[src/rtl/alu_sched_pkg.sv]
// Shared definitions for the ALU scheduler: FSM encoding, pass count and ALU opcodes.
// Build option: ALU_SCHED_TMR_EN selects three voted passes per op instead of one.
package alu_sched_pkg;

  typedef enum logic [1:0] {
    ST_IDLE = 2'd0,
    ST_EXEC = 2'd1,
    ST_RESP = 2'd2
  } state_t;

`ifdef ALU_SCHED_TMR_EN
  localparam int NPASS = 3;
`else
  localparam int NPASS = 1;
`endif

  localparam logic [2:0] OP_AND = 3'b000;
  localparam logic [2:0] OP_OR  = 3'b001;
  localparam logic [2:0] OP_ADD = 3'b010;
  localparam logic [2:0] OP_SUB = 3'b110;
  localparam logic [2:0] OP_SLT = 3'b111;

endpackage

[src/rtl/alu_sched_if.sv]
// Bundle of requester, shared-ALU and response signals around the scheduler.
// slave is the scheduler side, master is the requester/ALU/consumer side.
interface alu_sched_if #(
  parameter int WIDTH = 32
);
  logic             req0_valid, req1_valid;
  logic             req0_ready, req1_ready;
  logic [WIDTH-1:0] req0_a, req0_b, req1_a, req1_b;
  logic [2:0]       req0_alucont, req1_alucont;
  logic [WIDTH-1:0] alu_a, alu_b;
  logic [2:0]       alu_alucont;
  logic [WIDTH-1:0] alu_result;
  logic             alu_zero;
  logic             resp_valid, resp_ready, resp_id;
  logic [WIDTH-1:0] resp_result;
  logic             resp_zero;
  logic             mismatch;
  logic [7:0]       fault_cnt;

  modport slave (
    input  req0_valid, req1_valid, req0_a, req0_b, req1_a, req1_b,
    input  req0_alucont, req1_alucont, alu_result, alu_zero, resp_ready,
    output req0_ready, req1_ready, alu_a, alu_b, alu_alucont,
    output resp_valid, resp_id, resp_result, resp_zero, mismatch, fault_cnt
  );

  modport master (
    output req0_valid, req1_valid, req0_a, req0_b, req1_a, req1_b,
    output req0_alucont, req1_alucont, alu_result, alu_zero, resp_ready,
    input  req0_ready, req1_ready, alu_a, alu_b, alu_alucont,
    input  resp_valid, resp_id, resp_result, resp_zero, mismatch, fault_cnt
  );
endinterface

[src/rtl/alu_sched_maj3.sv]
// Bitwise 2-of-3 majority voter used on the result and zero-flag slots.
// Only needed when ALU_SCHED_TMR_EN is defined; the single-pass build has nothing to vote.
`ifdef ALU_SCHED_TMR_EN
module maj3 #(
  parameter int WIDTH = 32
) (
  input  logic [WIDTH-1:0] x0,
  input  logic [WIDTH-1:0] x1,
  input  logic [WIDTH-1:0] x2,
  output logic [WIDTH-1:0] y
);
  assign y = (x0 & x1) | (x1 & x2) | (x0 & x2);
endmodule
`endif

[src/rtl/alu_sched.sv]
// Round-robin scheduler of two requesters onto one shared combinational ALU.
// Build option: ALU_SCHED_TMR_EN runs each op three times and votes the results.
//
// state   | meaning
// IDLE    | waiting for a request, ready follows the grant
// EXEC    | operands held on the ALU, one pass captured per cycle
// RESP    | response presented until resp_ready
module alu_sched
  import alu_sched_pkg::*;
#(
  parameter int WIDTH = 32
) (
  input logic        clk,
  input logic        reset,
  alu_sched_if.slave bus
);
  localparam logic [1:0] PASS_LAST = 2'(NPASS - 1);

  state_t           r_state, w_next;
  logic             r_last, r_id;
  logic [WIDTH-1:0] r_a, r_b;
  logic [2:0]       r_op;
  logic [1:0]       r_cnt;
  logic [WIDTH-1:0] r_res0;
  logic             r_z0;
  logic             w_gnt0, w_gnt1, w_accept, w_last_pass, w_resp_valid;

  // r_last = 1 means req1 was granted last, so req0 wins a tie
  assign w_gnt0      = bus.req0_valid & (~bus.req1_valid | r_last);
  assign w_gnt1      = bus.req1_valid & (~bus.req0_valid | ~r_last);
  assign w_accept    = (r_state == ST_IDLE) & (w_gnt0 | w_gnt1);
  assign w_last_pass = (r_state == ST_EXEC) & (r_cnt == 2'd0);

  // State register
  always_ff @(posedge clk) begin
    if (!reset) r_state <= ST_IDLE;
    else        r_state <= w_next;
  end

  // Next state and handshake outputs
  always_comb begin
    w_next         = r_state;
    bus.req0_ready = 1'b0;
    bus.req1_ready = 1'b0;
    w_resp_valid   = 1'b0;
    case (r_state)
      ST_IDLE: begin
        bus.req0_ready = w_gnt0;
        bus.req1_ready = w_gnt1;
        if (w_gnt0 | w_gnt1) w_next = ST_EXEC;
      end
      ST_EXEC: if (w_last_pass) w_next = ST_RESP;
      ST_RESP: begin
        w_resp_valid = 1'b1;
        if (bus.resp_ready) w_next = ST_IDLE;
      end
      default: w_next = ST_IDLE;
    endcase
  end

  // Latch the granted request and count passes down to the last one
  always_ff @(posedge clk) begin
    if (!reset) begin
      r_last <= 1'b1;
      r_id   <= 1'b0;
      r_a    <= '0;
      r_b    <= '0;
      r_op   <= '0;
      r_cnt  <= '0;
    end else if (w_accept) begin
      r_last <= w_gnt1;
      r_id   <= w_gnt1;
      r_a    <= w_gnt1 ? bus.req1_a : bus.req0_a;
      r_b    <= w_gnt1 ? bus.req1_b : bus.req0_b;
      r_op   <= w_gnt1 ? bus.req1_alucont : bus.req0_alucont;
      r_cnt  <= PASS_LAST;
    end else if ((r_state == ST_EXEC) && (r_cnt != 2'd0)) begin
      r_cnt <= r_cnt - 2'd1;
    end
  end

  assign bus.alu_a       = r_a;
  assign bus.alu_b       = r_b;
  assign bus.alu_alucont = r_op;
  assign bus.resp_valid  = w_resp_valid;
  assign bus.resp_id     = r_id;

`ifdef ALU_SCHED_TMR_EN
  logic [WIDTH-1:0] r_res1, r_res2;
  logic             r_z1, r_z2, r_mis;
  logic [7:0]       r_fcnt;
  logic [1:0]       w_slot;
  logic             w_diff;

  assign w_slot = PASS_LAST - r_cnt;
  // On the last pass the live ALU output is slot 2, so compare it before it lands
  assign w_diff = (r_res0 != r_res1) | (r_res1 != bus.alu_result) |
                  (r_z0 != r_z1) | (r_z1 != bus.alu_zero);

  // Capture each pass into its own slot
  always_ff @(posedge clk) begin
    if (!reset) begin
      r_res0 <= '0; r_res1 <= '0; r_res2 <= '0;
      r_z0   <= 1'b0; r_z1 <= 1'b0; r_z2 <= 1'b0;
    end else if (r_state == ST_EXEC) begin
      case (w_slot)
        2'd0:    begin r_res0 <= bus.alu_result; r_z0 <= bus.alu_zero; end
        2'd1:    begin r_res1 <= bus.alu_result; r_z1 <= bus.alu_zero; end
        default: begin r_res2 <= bus.alu_result; r_z2 <= bus.alu_zero; end
      endcase
    end
  end

  // Disagreement pulse and saturating fault count, updated as the last pass lands
  always_ff @(posedge clk) begin
    if (!reset) begin
      r_mis  <= 1'b0;
      r_fcnt <= 8'd0;
    end else begin
      r_mis <= w_last_pass & w_diff;
      if (w_last_pass && w_diff && (r_fcnt != 8'hFF)) r_fcnt <= r_fcnt + 8'd1;
    end
  end

  maj3 #(.WIDTH(WIDTH)) u_vote_res (
    .x0(r_res0), .x1(r_res1), .x2(r_res2), .y(bus.resp_result)
  );
  maj3 #(.WIDTH(1)) u_vote_zero (
    .x0(r_z0), .x1(r_z1), .x2(r_z2), .y(bus.resp_zero)
  );

  assign bus.mismatch  = r_mis;
  assign bus.fault_cnt = r_fcnt;
`else
  // Single pass: the captured slot is the response
  always_ff @(posedge clk) begin
    if (!reset) begin
      r_res0 <= '0;
      r_z0   <= 1'b0;
    end else if (r_state == ST_EXEC) begin
      r_res0 <= bus.alu_result;
      r_z0   <= bus.alu_zero;
    end
  end

  assign bus.resp_result = r_res0;
  assign bus.resp_zero   = r_z0;
  assign bus.mismatch    = 1'b0;
  assign bus.fault_cnt   = 8'd0;
`endif

endmodule

[src/flat_wrapper.sv]
// flat-port wrapper written by rule: the top's interface ports become plain ports
module alu_sched_flat import alu_sched_pkg::*;
#(
  parameter int WIDTH = 32
)
  (clk, reset, bus_req0_valid, bus_req1_valid, bus_req0_a, bus_req0_b, bus_req1_a, bus_req1_b, bus_req0_alucont, bus_req1_alucont, bus_alu_result, bus_alu_zero, bus_resp_ready, bus_req0_ready, bus_req1_ready, bus_alu_a, bus_alu_b, bus_alu_alucont, bus_resp_valid, bus_resp_id, bus_resp_result, bus_resp_zero, bus_mismatch, bus_fault_cnt);
  alu_sched_if #(.WIDTH(WIDTH)) bus_i ();
  input logic clk;
  input logic reset;
  input wire logic [$bits(bus_i.req0_valid)-1:0] bus_req0_valid;
  input wire logic [$bits(bus_i.req1_valid)-1:0] bus_req1_valid;
  input wire logic [$bits(bus_i.req0_a)-1:0] bus_req0_a;
  input wire logic [$bits(bus_i.req0_b)-1:0] bus_req0_b;
  input wire logic [$bits(bus_i.req1_a)-1:0] bus_req1_a;
  input wire logic [$bits(bus_i.req1_b)-1:0] bus_req1_b;
  input wire logic [$bits(bus_i.req0_alucont)-1:0] bus_req0_alucont;
  input wire logic [$bits(bus_i.req1_alucont)-1:0] bus_req1_alucont;
  input wire logic [$bits(bus_i.alu_result)-1:0] bus_alu_result;
  input wire logic [$bits(bus_i.alu_zero)-1:0] bus_alu_zero;
  input wire logic [$bits(bus_i.resp_ready)-1:0] bus_resp_ready;
  output wire logic [$bits(bus_i.req0_ready)-1:0] bus_req0_ready;
  output wire logic [$bits(bus_i.req1_ready)-1:0] bus_req1_ready;
  output wire logic [$bits(bus_i.alu_a)-1:0] bus_alu_a;
  output wire logic [$bits(bus_i.alu_b)-1:0] bus_alu_b;
  output wire logic [$bits(bus_i.alu_alucont)-1:0] bus_alu_alucont;
  output wire logic [$bits(bus_i.resp_valid)-1:0] bus_resp_valid;
  output wire logic [$bits(bus_i.resp_id)-1:0] bus_resp_id;
  output wire logic [$bits(bus_i.resp_result)-1:0] bus_resp_result;
  output wire logic [$bits(bus_i.resp_zero)-1:0] bus_resp_zero;
  output wire logic [$bits(bus_i.mismatch)-1:0] bus_mismatch;
  output wire logic [$bits(bus_i.fault_cnt)-1:0] bus_fault_cnt;
  assign bus_i.req0_valid = bus_req0_valid;
  assign bus_i.req1_valid = bus_req1_valid;
  assign bus_i.req0_a = bus_req0_a;
  assign bus_i.req0_b = bus_req0_b;
  assign bus_i.req1_a = bus_req1_a;
  assign bus_i.req1_b = bus_req1_b;
  assign bus_i.req0_alucont = bus_req0_alucont;
  assign bus_i.req1_alucont = bus_req1_alucont;
  assign bus_i.alu_result = bus_alu_result;
  assign bus_i.alu_zero = bus_alu_zero;
  assign bus_i.resp_ready = bus_resp_ready;
  assign bus_req0_ready = bus_i.req0_ready;
  assign bus_req1_ready = bus_i.req1_ready;
  assign bus_alu_a = bus_i.alu_a;
  assign bus_alu_b = bus_i.alu_b;
  assign bus_alu_alucont = bus_i.alu_alucont;
  assign bus_resp_valid = bus_i.resp_valid;
  assign bus_resp_id = bus_i.resp_id;
  assign bus_resp_result = bus_i.resp_result;
  assign bus_resp_zero = bus_i.resp_zero;
  assign bus_mismatch = bus_i.mismatch;
  assign bus_fault_cnt = bus_i.fault_cnt;
  alu_sched #(.WIDTH(WIDTH)) u_core (.clk(clk), .reset(reset), .bus(bus_i));
endmodule
[config.mk]
export PLATFORM = sky130hd
export DESIGN_NAME = alu_sched_flat
export DESIGN_NICKNAME = d
export VERILOG_FILES = /design/src/rtl/alu_sched_pkg.sv /design/src/rtl/alu_sched_if.sv /design/src/rtl/alu_sched_maj3.sv /design/src/rtl/alu_sched.sv /design/src/flat_wrapper.sv
export SDC_FILE = /design/constraint.sdc
export NUM_CORES = 1
export LEC_CHECK = 0
export CAP_MARGIN = 20
export CORE_MARGIN = 5
export CORE_UTILIZATION = 39
export CTS_BUF_LIST = sky130_fd_sc_hd__clkbuf_4
export DETAILED_ROUTE_END_ITERATION = 6
export GPL_ROUTABILITY_DRIVEN = 0
export PLACE_DENSITY_LB_ADDON = 0.05
export RECOVER_POWER = 50
export SETUP_SLACK_MARGIN = 0.05
export SLEW_MARGIN = 30
export SYNTH_ARGS = -nofsm -noshare
export SYNTH_HDL_FRONTEND = slang
export SYNTH_SLANG_ARGS = --single-unit
[constraint.sdc]
create_clock -name clk -period 2.1 [get_ports clk]
set_input_delay 0.63 -clock clk [delete_from_list [all_inputs] [get_ports clk]]
set_output_delay 0.63 -clock clk [all_outputs]
set_load 0.02 [all_outputs]
Yosys cells after proc, flatten, opt, wreduce, memory -nomap -nowiden
Cells that the tools add are included.
{"block": "op_classes", "add_sub_neg": 1, "mul": 0, "n_div": 0, "n_lt_le_gt_ge": 0, "n_eq_ne": 5, "shifts": 0, "mux": 10, "bitwise_logic": 11, "reduce_logical": 6}
{"op": "$mux W32", "n": 2}
{"op": "$mux W2", "n": 3}
{"op": "$pmux W2 S3", "n": 1}
{"op": "$and A1 B1 Y1", "n": 4}
{"op": "$logic_not A2 Y1", "n": 2}
{"op": "$ne A2 B2 Y1 const B", "n": 2}
{"op": "$not A1 Y1", "n": 4}
{"op": "$mux W1", "n": 3}
{"op": "$mux W3", "n": 1}
{"op": "$or A1 B1 Y1", "n": 3}
{"op": "$reduce_and A3 Y1", "n": 1}
{"op": "$eq A2 B1 Y1 const B", "n": 1}
{"op": "$eq A2 B2 Y1 const B", "n": 1}
{"op": "$ne A2 B1 Y1 const B", "n": 1}
{"op": "$reduce_bool A2 Y1", "n": 1}
{"op": "$reduce_or A2 Y1", "n": 1}
{"op": "$sub A2 B1 Y2 const B", "n": 1}
{"op": "$logic_and A1 B1 Y1", "n": 1}
{"block": "totals", "regBits": 106, "latchBits": 0, "mem_bits_rw": 0, "romBits": 0, "input_bits": 172, "out_inout_bits": 113, "wordCells": 42, "n_memories": 0}

Depth between registers and ports, before layout
Gate-level depths: netlist of the first run.
{"block": "logic_depth", "depth_word": 6, "ltp_mapped": 6, "ltp_nobuf": 5}

Worst setup path after synthesis of the first run
OpenSTA, ideal clock, no wires.
{"block": "synth_path", "path_type": "input port to output port", "from": "input port bus_req1_valid", "to": "output port bus_req1_ready", "arrival_time_ns": 1.612, "required_ns": 1.470, "setup_slack_ns": -0.142, "path_stages": 4, "n_path_buf": 2, "path_cell_list": "a21bo_2 -> buf_2 -> clkbuf_1 -> nor3_1"}
{"block": "synth_via", "elab_chain_cells": 2}
{"element": "start, declared", "line": "flat_wrapper.sv:11", "text": "input wire logic [$bits(bus_i.req1_valid)-1:0] bus_req1_valid;"}
{"element": "$and A1 B1 Y1", "line": "alu_sched.sv:30", "text": "assign w_gnt1 = bus.req1_valid & (~bus.req0_valid | ~r_last);"}
{"element": "$mux W1", "line": "alu_sched.sv:46", "text": "case (r_state)"}
{"element": "end, declared", "line": "flat_wrapper.sv:22", "text": "output wire logic [$bits(bus_i.req1_ready)-1:0] bus_req1_ready;"}
Every way passes these cells.

Worst setup path after layout of the first run
{"block": "layout_path", "from": "register u_core.r_state[1]", "to": "output port bus_req0_ready"}
{"block": "layout_via", "elab_chain_cells": 2}
{"element": "start, declared", "line": "alu_sched.sv:19", "text": "state_t r_state, w_next;"}
{"element": "start signal, assigned", "line": "alu_sched.sv:37", "text": "else r_state <= w_next;"}
{"element": "$logic_not A2 Y1", "line": "alu_sched.sv:46"}
{"element": "$mux W1", "line": "alu_sched.sv:46"}
{"element": "end, declared", "line": "flat_wrapper.sv:21", "text": "output wire logic [$bits(bus_i.req0_ready)-1:0] bus_req0_ready;"}
Every way passes these cells.

==> results of run 1 <==
==> cells by family (layout without fill, tap and decap cells) <==
kind of cell	Yosys count	in the layout	synth area share
adders and majority gates	1	1	0.002630
and+or+nand+nor	215	215	0.1768
other	1	9	0.0007885
buffers and inverters	70	320	0.07471
xor gates and xnor gates	1	1	0.001842
AOI/OAI and AO/OA	174	174	0.2970
DFF	106	106	0.4462
==> routing by layer <==
metal | routed length (µm) | GRT usage
met5 | 0 | 0
met3 | 1322 | 0.06829
met4 | 397 | 0.08286
met2 | 8281 | 0.3818
met1 | 6482 | 0.2384
==> state kept, by name, indices dropped and copies added (netlist names) <==
| signal | cells |
|---|---|
| u_core.r_cnt | 2 |
| u_core.bus.alu_alucont | 3 |
| u_core.bus.alu_a | 32 |
| u_core.bus.alu_b | 32 |
| u_core.r_state | 2 |
| u_core.bus.resp_zero | 1 |
| u_core.bus.resp_result | 32 |
| u_core.bus.resp_id | 1 |
| u_core.r_last | 1 |
==> area by class of cell <==
class                           count  area share
Timing Repair Buffer              300      0.3775
Multi-Input combinational cell    400      0.3037
Sequential cell                   106      0.2754
Tap cell                          147     0.02386
Clock buffer                       10    0.009739
Clock inverter                      6    0.007466
Inverter                            4    0.002272
==> cell usage after synthesis, types with 2 or more instances <==
master	number
a21oi_1	100
a311oi_1	28
buf_6	2
inv_1	3
nor3_1	2
a22oi_1	2
buf_2	11
dfxtp_1	106
buf_4	17
clkbuf_1	36
nor2_1	4
a311oi_2	39
nand2_1	200
nor2b_1	3
==> where the power goes <==
group,internal (mW),total (mW),switching (mW)
clock network,0.368,1.02,0.652
logic,0.815,1.77,0.957
registers,2.22,2.33,0.102
total,3.41,5.12,1.71
==> stage by stage <==
| step | setup TNS (ns) | utilization | hold WS, ns |
|---|---|---|---|
| 5_1_grt | -0.04131 | 0.6445 | 0.4818 |
| 6_report | 0 | 0.6445 | 0.4601 |
| 3_5_place_dp | -30.69 | 0.6442 | 0.4479 |
| 4_1_cts | 0 | 0.6465 | 0.4647 |
| 2_1_floorplan | 0 | - | 0.5138 |
| 3_3_place_gp | -27.35 | 0.6442 | 0.4411 |
==> path summary, 6_finish.rpt <==
check / start / endpoint / slack [ns] / cells past startpoint
setup reg to reg: u_core.r_state[1] / u_core.bus.alu_a[6] / 0.16 / 5
setup / recovery: u_core.r_state[1] / bus_req0_ready / 0.05 / 3
hold / removal: u_core.bus.resp_result[3] / u_core.bus.resp_result[3] / 0.46 / 2
hold reg to reg: u_core.bus.resp_result[3] / u_core.bus.resp_result[3] / 0.46 / 2
==> what timing repair did <==
action | CTS | global route
buffers inserted | 1 | 0
gates resized for setup | 128 | 3
endpoints found under the setup margin | 120 | 3
gates cloned | 0 | 0
pin swaps | 3 | 0
hold buffers | 0 | 0
==> worst reg2reg max path, stage by stage (launching register included) <==
cell and delay [ns]:
dfxtp_2 0.35, buf_4 0.16, nor2_2 0.49, and2_2 0.41, buf_4 0.29, a311oi_2 0.12
==> summary.txt, run 1 <==
Mapped cell area -> 0.004756 mm²
Max Clk Rate -> 487.3 MHz
Worst Skew -> 0.01700 ns
Mean number of vias per cell -> 5.226
Vias -> 5,085
Top cells by area, synth -> dfxtp_1, nand2_1, a311oi_2
Final setup fails -> 0
Global Route Usage Sum -> 0.2149
Multi-input logic area -> 0.002341 mm²
TritonCTS buffer count -> 9
Slew margin rel. -> 0.3741
Status -> complete, no violations
Slew @ Worst Pin -> 0.9370 ns
Die Wd -> 120.4 µm
Row Count -> 40
Sequential fraction of the synthesis area -> 0.4462
Post-Place Cells -> 956
Worst Path Class, Setup -> reg -> out
Final Hold Fails -> 0
# H-tree levels -> 3
Leakage power -> 3.233 nW
Die area -> 0.01450 mm²
Tot Pwr -> 5.118 mW
Netlist cell types -> 29
Largest net degree at the start of global routing -> 68
# port buffers -> 275
Dpl ws -> -0.8696 ns
Synth Register Bits -> 106
Top delay family on crit path -> simple AND/OR/NAND/NOR gates
MaxCap Viol Count -> 0
CP cell instances -> or3b_4, nor2_4, buf_6
Num ports -> 285
Grt ovf -> 0
Vias in the first global route -> 5,060
Syn Inst Count -> 568
Yosys top cell area share -> 0.4462
Most frequent cells in the layout -> nand2_1, clkdlybuf4s50_1, dfxtp_1
Prevailing post-synth register cell -> dfxtp_1
TritonCTS clock tree -> built
Req. time, crit path -> 1.47 ns
CP max-delay cell -> or3b_4
Leading area contributor after synthesis -> dfxtp_1
Clk buf depth -> 2
Post-Syn Area per Cell -> 8.373 µm²
Final Max Tran Viols -> 0
Crit start category -> flip-flop
FFs w/ async S/R, synth -> 0
Die height -> 120.4 µm
Detailed Place HPWL -> 12,240 µm
Layout area overhead -> 62.09%
Antenna cell count -> 0
Core outline area -> 0.01196 mm²
Clock-pin slew on the worst setup and hold paths -> 0.15 ns
Iteration-0 DRC Markers -> 220
Drt total wl -> 16,480 µm
Worst setup EP type -> output port
Pwr dens -> 663.9 mW/mm²
Min-Delay Path Class -> reg -> reg
Worst Path Max Fanout -> 2
Root buffer cell -> clkbuf_4
DRC Markers -> 0
Global-route wire length before repair -> 25,190 µm
Slowest cell delay on critical path -> 0.41 ns
Non-Filler Instances -> 973
Post-synth EDFFs -> 0
Final Cell Area -> 0.007709 mm²
Fillers -> 1,031
Antenna violations before repair -> 0
Starting Density -> 0.3976
Layout cells sized above 1 -> 0.1126
Worst skew pair latency -> 0.45 ns
DR WL/cell -> 16.94 µm
Clock sinks -> 106
DP Area -> 0.007706 mm²
Worst EP arrival -> 1.42 ns
Synth warn -> 0
CP bufs+invs -> 1
RSZ-0062 raised after global routing -> true
Worst vdd ir -> 278.3 µV
Commonest non-fill, non-tap cell in the layout -> nand2_1
Fin worst setup slack -> 0.04805 ns
Register area -> 0.002123 mm²
Crit share post-route -> 0.9771
Final net count -> 994
Final Critical Period -> 2.052 ns
Number of detailed-route iterations in the first pass -> 4
Routed Antenna Nets -> 0
No activity file was read; power rests on OpenSTA's default activity.
==> run 2: changes to the inputs <==
--- a/config.mk
+++ b/config.mk
@@ -17,4 +17,5 @@
 export SLEW_MARGIN = 30
 export SYNTH_ARGS = -nofsm -noshare
 export SYNTH_HDL_FRONTEND = slang
+export SYNTH_HIERARCHICAL = 1
 export SYNTH_SLANG_ARGS = --single-unit
==> run 2 against run 1 <==
Effect of this change:
- via count shrank 2.3%
- critical path depth is the same
- maximum frequency shrank 1.2%
- sequential share of layout area grew 0.42 points
- register-to-register slack gained 0.09 ns
- area after synthesis grew 0.97%
- critical path type unchanged
- critical endpoint unchanged
==> summary.txt, run 2 <==
Status -> complete, no violations
Syn Inst Count -> 570
Routed Antenna Nets -> 0
Clock sinks -> 106
Req. time, crit path -> 1.47 ns
Leading area contributor after synthesis -> dfxtp_1
Multi-input logic area -> 0.002231 mm²
Final Critical Period -> 2.077 ns
Critical Path Source -> u_core/r_state[0]
Worst R2R Start -> u_core/r_state[1]
Post-synth EDFFs -> 0
Mapped cell area -> 0.004802 mm²
Hold_sp -> u_core/bus.resp_result[18]
Vias -> 4,969
Mean number of vias per cell -> 5.009
FFs w/ async S/R, synth -> 0
Clock power frac -> 0.212
Pwr dens -> 679.0 mW/mm²
Final Max Tran Viols -> 0
# H-tree levels -> 3
Hold Path Stages -> 2
Grt ovf -> 0
Sequential fraction of the synthesis area -> 0.4419
Clock-pin slew on the worst setup and hold paths -> 0.15 ns
Top cells by area, synth -> dfxtp_1, nand2_1, a311oi_2
Min-Delay Path Class -> reg -> reg
Synth Register Bits -> 106
Iteration-0 DRC Markers -> 326
Vias in the first global route -> 5,155
TritonCTS buffer count -> 9
Global Route Usage Sum -> 0.2202
Synth warn -> 6
Detailed Place HPWL -> 12,100 µm
Antenna cell count -> 0
# port buffers -> 275
DP Area -> 0.007757 mm²
Die Wd -> 121.0 µm
Slew margin rel. -> 0.4391
TritonCTS clock tree -> built
R2r setup slk -> 0.25 ns
Largest net degree at the start of global routing -> 68
MaxCap Viol Count -> 0
Commonest non-fill, non-tap cell in the layout -> nand2_1
Internal Power -> 3.477 mW
DR WL/cell -> 17.03 µm
Final setup fails -> 0
Fin Hold WS -> 0.4594 ns
Post-Place Cells -> 978
Crit start category -> flip-flop
Non-Filler Instances -> 992
Gate power share -> 0.337
Worst Skew -> 0.01004 ns
Worst Path Max Fanout -> 2
Slew @ Worst Pin -> 0.8414 ns
Num ports -> 285
DRC Markers -> 0
Layout cells sized above 1 -> 0.09223
Setup TNS Final -> 0 ns
Worst vdd ir -> 305.5 µV
Drt total wl -> 16,890 µm
Number of detailed-route iterations in the first pass -> 4
Prevailing post-synth register cell -> dfxtp_1
Post-Syn Area per Cell -> 8.425 µm²
Top-count cell post-synth -> nand2_1
Worst skew pair latency -> 0.44 ns
Worst reg2reg path depth -> 5
Leakage power -> 3.200 nW
Die area -> 0.01463 mm²
Fillers -> 1,091
Die height -> 121.0 µm
Final Hold Fails -> 0
Max Clk Rate -> 481.4 MHz
Netlist cell types -> 29
Antenna violations before repair -> 0
Final Cell Area -> 0.007597 mm²
Layout area overhead -> 58.21%
RSZ-0062 raised after global routing -> true
Yosys top cell area share -> 0.4419
Core outline area -> 0.01206 mm²
Global-route wire length before repair -> 26,070 µm
Flop pwr share -> 0.451
Register area -> 0.002125 mm²
Worst EP arrival -> 1.45 ns
Starting Density -> 0.3981
Root buffer cell -> clkbuf_4
Most frequent cells in the layout -> nand2_1, clkdlybuf4s50_1, dfxtp_1
Crit share post-route -> 0.9891
Clk buf depth -> 2
Worst Path Class, Setup -> reg -> out
Final net count -> 995
Psw -> 1.682 mW
Sw Share -> 0.3261
Row Count -> 40
Worst setup EP type -> output port
Top post-synthesis cells by count -> nand2_1, dfxtp_1, a21oi_1
run 2: cell count changes in the layout (fill, tap and decap cells not counted), moves of 2 or more:
cell | before | now
dlygate4sd2_1 | 101 | 97
nand2_1 | 200 | 202
nor2b_1 | 2 | 0
clkinv_2 | 0 | 2
a311oi_1 | 29 | 43
clkbuf_1 | 0 | 6
a311oi_2 | 38 | 24
buf_4 | 16 | 12
clkinv_1 | 3 | 0
run 2: through the flow:
step           utilization  setup slack, ns  power [mW]
5_1_grt             0.6299         -0.05042       5.441
2_1_floorplan            -          0.07178       3.373
3_5_place_dp        0.6432          -0.8869       4.322
3_3_place_gp        0.6432          -0.8686       4.290
4_1_cts             0.6457        -0.007181       5.276
6_report            0.6299          0.02281       5.159
run 2: final timing paths:
check / end
setup / recovery: bus_req0_ready
hold reg to reg: u_core/bus.resp_result[18]
hold / removal: u_core/bus.resp_result[18]
setup reg to reg: u_core/bus.alu_b[24]
run 2: layout make-up:
class | count | share of cell area
multi-input cells | 401 | 0.2936
flip-flops and latches | 106 | 0.2796
clock inverters | 4 | 0.009223
clock buffers | 9 | 0.008893
inverters | 5 | 0.002800
well taps | 168 | 0.02767
repair buffers | 299 | 0.3781
run 2: power groups by stage:
stage | Sequential (mW) | Combinational (mW) | Clock (mW)
after global placement | 2.36 | 1.93 | 0
after global routing | 2.35 | 1.87 | 1.22
final | 2.32 | 1.74 | 1.10
after detailed placement | 2.37 | 1.95 | 0
after CTS | 2.32 | 1.82 | 1.13
after floorplan | 2.63 | 0.747 | 0
run 2: critical path, stage by stage, from the launching register on:
cell and delay (ns):
dfxtp_2 0.36, or3b_4 0.40, a21oi_2 0.13, buf_6 0.13
run 2: timing repair:
item                                    CTS  global route
pin swaps                                 3             0
resized for setup                       122             7
setup buffers                             1             0
hold buffers                              0             0
endpoints found under the setup margin  142             7
run 2: kinds of logic after synthesis:
kind of cell	Yosys count	synth area share
AOI/OAI and AO/OA	175	0.2973
xor gates and xnor gates	1	0.001824
adders and majority gates	1	0.002605
buffers and inverters	71	0.08103
DFF	106	0.4419
other	1	0.0007809
and+or+nand+nor	215	0.1746
run 2: per-layer routing:
metal | routed length [µm] | GRT usage | vias up
met5 | 0 | 0 | -
met2 | 8527 | 0.3918 | 182
met1 | 6574 | 0.2480 | 2305
met3 | 1497 | 0.07879 | 16
met4 | 289 | 0.05949 | 0
li1 | - | - | 2466
==> run 3: changes to the inputs <==
--- a/config.mk
+++ b/config.mk
@@ -5,7 +5,7 @@
 export SDC_FILE = /design/constraint.sdc
 export NUM_CORES = 1
 export LEC_CHECK = 0
-export CAP_MARGIN = 20
+export CAP_MARGIN = 10
 export CORE_MARGIN = 5
 export CORE_UTILIZATION = 39
 export CTS_BUF_LIST = sky130_fd_sc_hd__clkbuf_4
==> results of run 3 <==
Final layout, timing and power as in run 2 (identical DEF).
